**src/rtl/gray_pkg.sv**
```systemverilog
// Shared types and defaults for the Gray count receive path.
// Optional feature macro: GRAY_DECODER_DOWN_EN (accept -1 steps).
package gray_pkg;

   localparam int GRAY_WIDTH  = 3;
   localparam int GRAY_WRAP_W = 4;

   localparam logic [GRAY_WIDTH-1:0] GRAY_MAX = '1;

   typedef enum logic [1:0] {
      ST_IDLE  = 2'd0,
      ST_TRACK = 2'd1,
      ST_FAULT = 2'd2
   } gray_state_e;

endpackage

```
**src/rtl/gray_to_bin.sv**
```systemverilog
// Combinational WIDTH-bit Gray to binary decoder.
// Each binary bit is the XOR of all Gray bits at or above it.
module gray_to_bin
   import gray_pkg::*;
#(
   parameter int WIDTH = GRAY_WIDTH
) (
   input  logic [WIDTH-1:0] gray_i,
   output logic [WIDTH-1:0] bin_o
);

   logic [WIDTH-1:0] bin;

   always_comb begin
      bin            = '0;
      bin[WIDTH-1]   = gray_i[WIDTH-1];
      for (int i = WIDTH - 2; i >= 0; i--) begin
         bin[i] = bin[i+1] ^ gray_i[i];
      end
   end

   assign bin_o = bin;

endmodule

```
**src/rtl/gray_decoder.sv**
```systemverilog
// Gray count monitor: decodes, checks +1 steps, counts wraps, sticky overflow.
// Optional feature macro: GRAY_DECODER_DOWN_EN (accept -1 steps).
module gray_decoder
   import gray_pkg::*;
#(
   parameter int WIDTH  = GRAY_WIDTH,
   parameter int WRAP_W = GRAY_WRAP_W
) (
   input  logic              Clk,
   input  logic              Reset,
   input  logic              Valid,
   input  logic [WIDTH-1:0]  GrayIn,
   output logic [WIDTH-1:0]  Binary,
   output logic              Locked,
   output logic              StepErr,
   output logic              Overflow,
   output logic [WRAP_W-1:0] WrapCnt
);

   localparam logic [WIDTH-1:0] MaxCode = '1;

   gray_state_e       state_q, state_d;
   logic [WIDTH-1:0]  bin_q, bin_d;
   logic [WIDTH-1:0]  gray_q, gray_d;
   logic              err_q, err_d;
   logic              ovf_q, ovf_d;
   logic [WRAP_W-1:0] wrap_q, wrap_d;

   logic [WIDTH-1:0]  nb;
   logic [WIDTH-1:0]  bin_inc;
   logic [WIDTH-1:0]  bin_dec;

   gray_to_bin #(
      .WIDTH (WIDTH)
   ) u_dec (
      .gray_i (GrayIn),
      .bin_o  (nb)
   );

   assign bin_inc = bin_q + 1'b1;
   assign bin_dec = bin_q - 1'b1;

   always_comb begin
      state_d = state_q;
      bin_d   = bin_q;
      gray_d  = gray_q;
      err_d   = 1'b0;
      ovf_d   = ovf_q;
      wrap_d  = wrap_q;
      if (Valid) begin
         unique case (state_q)
            ST_IDLE, ST_FAULT: begin
               gray_d  = GrayIn;
               bin_d   = nb;
               state_d = ST_TRACK;
            end
            ST_TRACK: begin
               // A repeated code is a held count, not a step.
               if (GrayIn == gray_q) begin
                  state_d = ST_TRACK;
               end else if (nb == bin_inc) begin
                  bin_d  = nb;
                  gray_d = GrayIn;
                  if (bin_q == MaxCode && nb == '0) begin
                     wrap_d = wrap_q + 1'b1;
                     ovf_d  = 1'b1;
                  end
`ifdef GRAY_DECODER_DOWN_EN
               end else if (nb == bin_dec) begin
                  bin_d  = nb;
                  gray_d = GrayIn;
                  if (bin_q == '0 && nb == MaxCode) begin
                     wrap_d = wrap_q - 1'b1;
                  end
`endif
               end else begin
                  err_d   = 1'b1;
                  state_d = ST_FAULT;
               end
            end
            default: begin
               state_d = ST_IDLE;
            end
         endcase
      end
   end

   always_ff @(posedge Clk) begin
      if (Reset) begin
         state_q <= ST_IDLE;
         bin_q   <= '0;
         gray_q  <= '0;
         err_q   <= 1'b0;
         ovf_q   <= 1'b0;
         wrap_q  <= '0;
      end else begin
         state_q <= state_d;
         bin_q   <= bin_d;
         gray_q  <= gray_d;
         err_q   <= err_d;
         ovf_q   <= ovf_d;
         wrap_q  <= wrap_d;
      end
   end

   assign Binary   = bin_q;
   assign Locked   = (state_q == ST_TRACK);
   assign StepErr  = err_q;
   assign Overflow = ovf_q;
   assign WrapCnt  = wrap_q;

   // Only meaningful in the down-count build.
   logic unused_dec;
   assign unused_dec = ^bin_dec;

endmodule

```
**config.mk**
```make
export PLATFORM = sky130hd
export DESIGN_NAME = gray_decoder
export DESIGN_NICKNAME = d
export VERILOG_FILES = /design/src/rtl/gray_pkg.sv /design/src/rtl/gray_to_bin.sv /design/src/rtl/gray_decoder.sv
export SDC_FILE = /design/constraint.sdc
export NUM_CORES = 1
export LEC_CHECK = 0
export BUFFER_PORTS_ARGS = -buffer_cell sky130_fd_sc_hd__buf_2
export CORE_MARGIN = 2
export CORE_UTILIZATION = 36
export CTS_CLUSTER_SIZE = 14
export DETAILED_ROUTE_END_ITERATION = 10
export GPL_ROUTABILITY_DRIVEN = 0
export GPL_TIMING_DRIVEN = 0
export PLACE_DENSITY = 0.63
export SYNTH_ARGS = -nofsm -noshare
export SYNTH_HDL_FRONTEND = slang
export SYNTH_HIERARCHICAL = 1
export SYNTH_SLANG_ARGS = --single-unit
export TNS_END_PERCENT = 1
```
**constraint.sdc**
```tcl
create_clock -name Clk -period 2.2 [get_ports Clk]
set_input_delay 0.33 -clock Clk [delete_from_list [all_inputs] [get_ports Clk]]
set_output_delay 0.33 -clock Clk [all_outputs]
set_load 0.05 [all_outputs]
```
==> impl_metrics.toml <==
[pwr]
p_leak_nw = 0.425
power_mw = 0.639
ir_worst_vdd_mv = 0.299
power.density_nw_per_um2 = 668

[grt]
grt_max_degree = 11
grt_use_total_pct = 13.9
grt_pass1_vias = 609
grt_pass1_wl_mm = 2.68
grt-ovfl-total = 0
antenna_found_initial = 0

[yosys]
synth.avg_cell_area_sq_um = 9.74
synth-adder-area-share_pct = 4.64
synthMuxAreaShare_pct = 11.5
syn_nets = 92
synth-seq-area-share_pct = 34.7
ys_types = 33
synth-seq-cells = 14
ys_warn_count = 6
synthCells = 83
synth_top_family_by_area = "simple AND/OR/NAND/NOR gates"
netlist_area_sq_um = 808
synth_compound_area_share_pct = 9.13
synth-simple-area-share_pct = 26.8
synth-xor-area-share_pct = 10.5

[critical_path]
startpoint_type = "flop"
worst-path-max-fanout = 8
cpPeakStageDelay_ps = 380
cp.arrival_ps = 2240
cp.required_ps = 2380
path_cells = "ha_1, ha_1, xnor2_1, nand3_2, nor4_1, mux2_1"
slowest_stage = "nor4_1"
cp_common_cell = "ha_1"
cp-end-kind = "flop"
crit_type = "reg2reg"

[die]
die-width_um = 51.4
die-area_sq_um = 2640
core_sq_um = 2170
ioPinCount = 16
fp.dieH_um = 51.4
start_util_pct = 37.3
fp-row-count = 17

[clock_tree]
post_cts_resized = 0
cts_buffers = 3
post_cts_buffers = 0
hold_buffers = 0
cts_root_buf = "clkbuf_4"
cts_tree = "done"
insertion_delay_ps = 280
clk_pin_slew_worst_paths_ps = 90
clock_path_buffers = 2
cts_sinks = 14
h-tree-depth = 1

[timing]
hold_viol_final = 0
skew_ps = 1.61
rsz0062_at_grt = "false"
whs_ps = 313
worst_slew_pin_slew_ps = 477
fin_ws_ps = 137
period_share_pct = 93.8
relSlewSlack_pct = 68.2
fin_setup_tns_ps = 0
fmax_mhz = 485
setup_viol = 0
period_minus_slack_ps = 2060
slew_violations = 0

[cells_and_area]
final_area_sq_um = 957
area_growth_pct = 18.4
n_antenna_cell = 0
mostFrequentLayoutCells = "15 x buf_2, 12 x dfxtp_1, 11 x nand2b_1"
drive_above_1_share_pct = 25.5
layout.nets = 112
final_common_cell = "buf_2"

[routing]
vias = 631
drc = 0
routedWlPerCell_um = 11.5
wl_mm = 1.49
drtIter0Drc = 3
drtAntennaViolNets = 0
first_pass_iters = 4
vias_per_cell = 4.85

[job]
cap_violations = 0

[worst_hold_path]
holdCritPathClass = "in2reg"

[placed_design]
place_ws_ps = -101
postPlaceCellArea_sq_um = 921
io_buffers = 15
place.detailed.hpwl_mm = 1.14

[run_status]
outcome = "finished clean"
[cell usage after synthesis]
cell / count / area, sq um
a21o_1: 1 / 7.51
a21oi_1: 2 / 10.0
a31oi_1: 1 / 6.26
and2b_1: 1 / 7.51
buf_4: 1 / 7.51
clkbuf_1: 2 / 7.51
dfxtp_1: 14 / 280
ha_1: 3 / 37.5
inv_1: 2 / 7.51
mux2_1: 2 / 22.5
mux2i_1: 7 / 70.1
nand2_1: 2 / 7.51
nand2b_1: 11 / 68.8
nand3_1: 1 / 5.00
nand3_2: 1 / 10.0
nand3b_1: 1 / 7.51
nand4_1: 2 / 12.5
nor2_1: 3 / 11.3
nor2b_1: 3 / 18.8
nor3_1: 2 / 10.0
nor4_1: 2 / 12.5
nor4b_1: 1 / 8.76
o21ba_2: 1 / 10.0
o21bai_1: 1 / 7.51
o22ai_2: 1 / 12.5
o31ai_1: 1 / 7.51
o31ai_2: 1 / 12.5
or2b_1: 3 / 22.5
or3_1: 1 / 6.26
or4_1: 1 / 7.51
xnor2_1: 2 / 17.5
xor2_1: 5 / 43.8
xor3_1: 1 / 23.8
[flip-flops by register name (all words and copies together), names as in the netlist]
register and cells:
state_q 2, StepErr 1, Overflow 1, gray_q 3
Binary 3, WrapCnt 4
[cells by family (layout without fill, tap and decap cells)]
group	after synthesis	after routing
multiplexers	9	9
AND/OR/NAND/NOR	35	35
XOR/XNOR	8	8
flip-flops	14	14
buffers and inverters	5	24
AO/OA/AOI/OAI	9	9
adder cells (fa/ha/maj)	3	3
[per-layer routing]
layer / wire length (um) / share of wire [%] / global-route usage, %
met1: 730 / 49 / 16.9
met2: 663 / 44 / 21.2
met3: 60 / 4.0 / 4.09
met4: 40 / 2.7 / 9.21
met5: 0 / 0 / 0
[worst max-delay path, delay by kind of cell, from the launching register on]
family                     cells  cell delay (ps)
xor gates and xnor gates       1              220
muxes                          1              350
DFF                            1              350
adders and majority gates      2              470
and+or+nand+nor                2              570
[stage by stage]
step | std cells | util [%]
detailed placement | 126 | 42.4
global route | 130 | 44.1
global placement | 126 | 42.4
CTS | 130 | 44.1
finish | 130 | 44.1
floorplan | 83 | -
[area by class of cell]
class / instances / area, sq um
buffer: 3 / 15.0
clock buffer: 4 / 36.3
fill: 224 / 1210
inverter: 2 / 7.51
multi-input combinational: 64 / 505
sequential: 14 / 283
tap: 28 / 35.0
timing repair buffer: 15 / 75.1
[report_power, final]
part | leakage (nW) | switching (mW) | internal [mW]
clock network | 0.0210 | 0.0912 | 0.101
registers | 0.115 | 0.0119 | 0.270
logic | 0.289 | 0.103 | 0.0630
[worst paths after layout]
check,from,to,slack [ps],cells past startpoint
worst max-delay path,Binary[0]$_SDFFE_PP0P_,WrapCnt[3]$_SDFFE_PP0P_,140,6
worst min-delay path,Valid,state_q[0]$_SDFFE_PP0P_,310,2
worst max register to register,Binary[0]$_SDFFE_PP0P_,WrapCnt[3]$_SDFFE_PP0P_,140,6
worst min register to register,Overflow$_SDFFE_PP0P_,Overflow$_SDFFE_PP0P_,490,1
No activity file was read; power rests on OpenSTA's default activity.
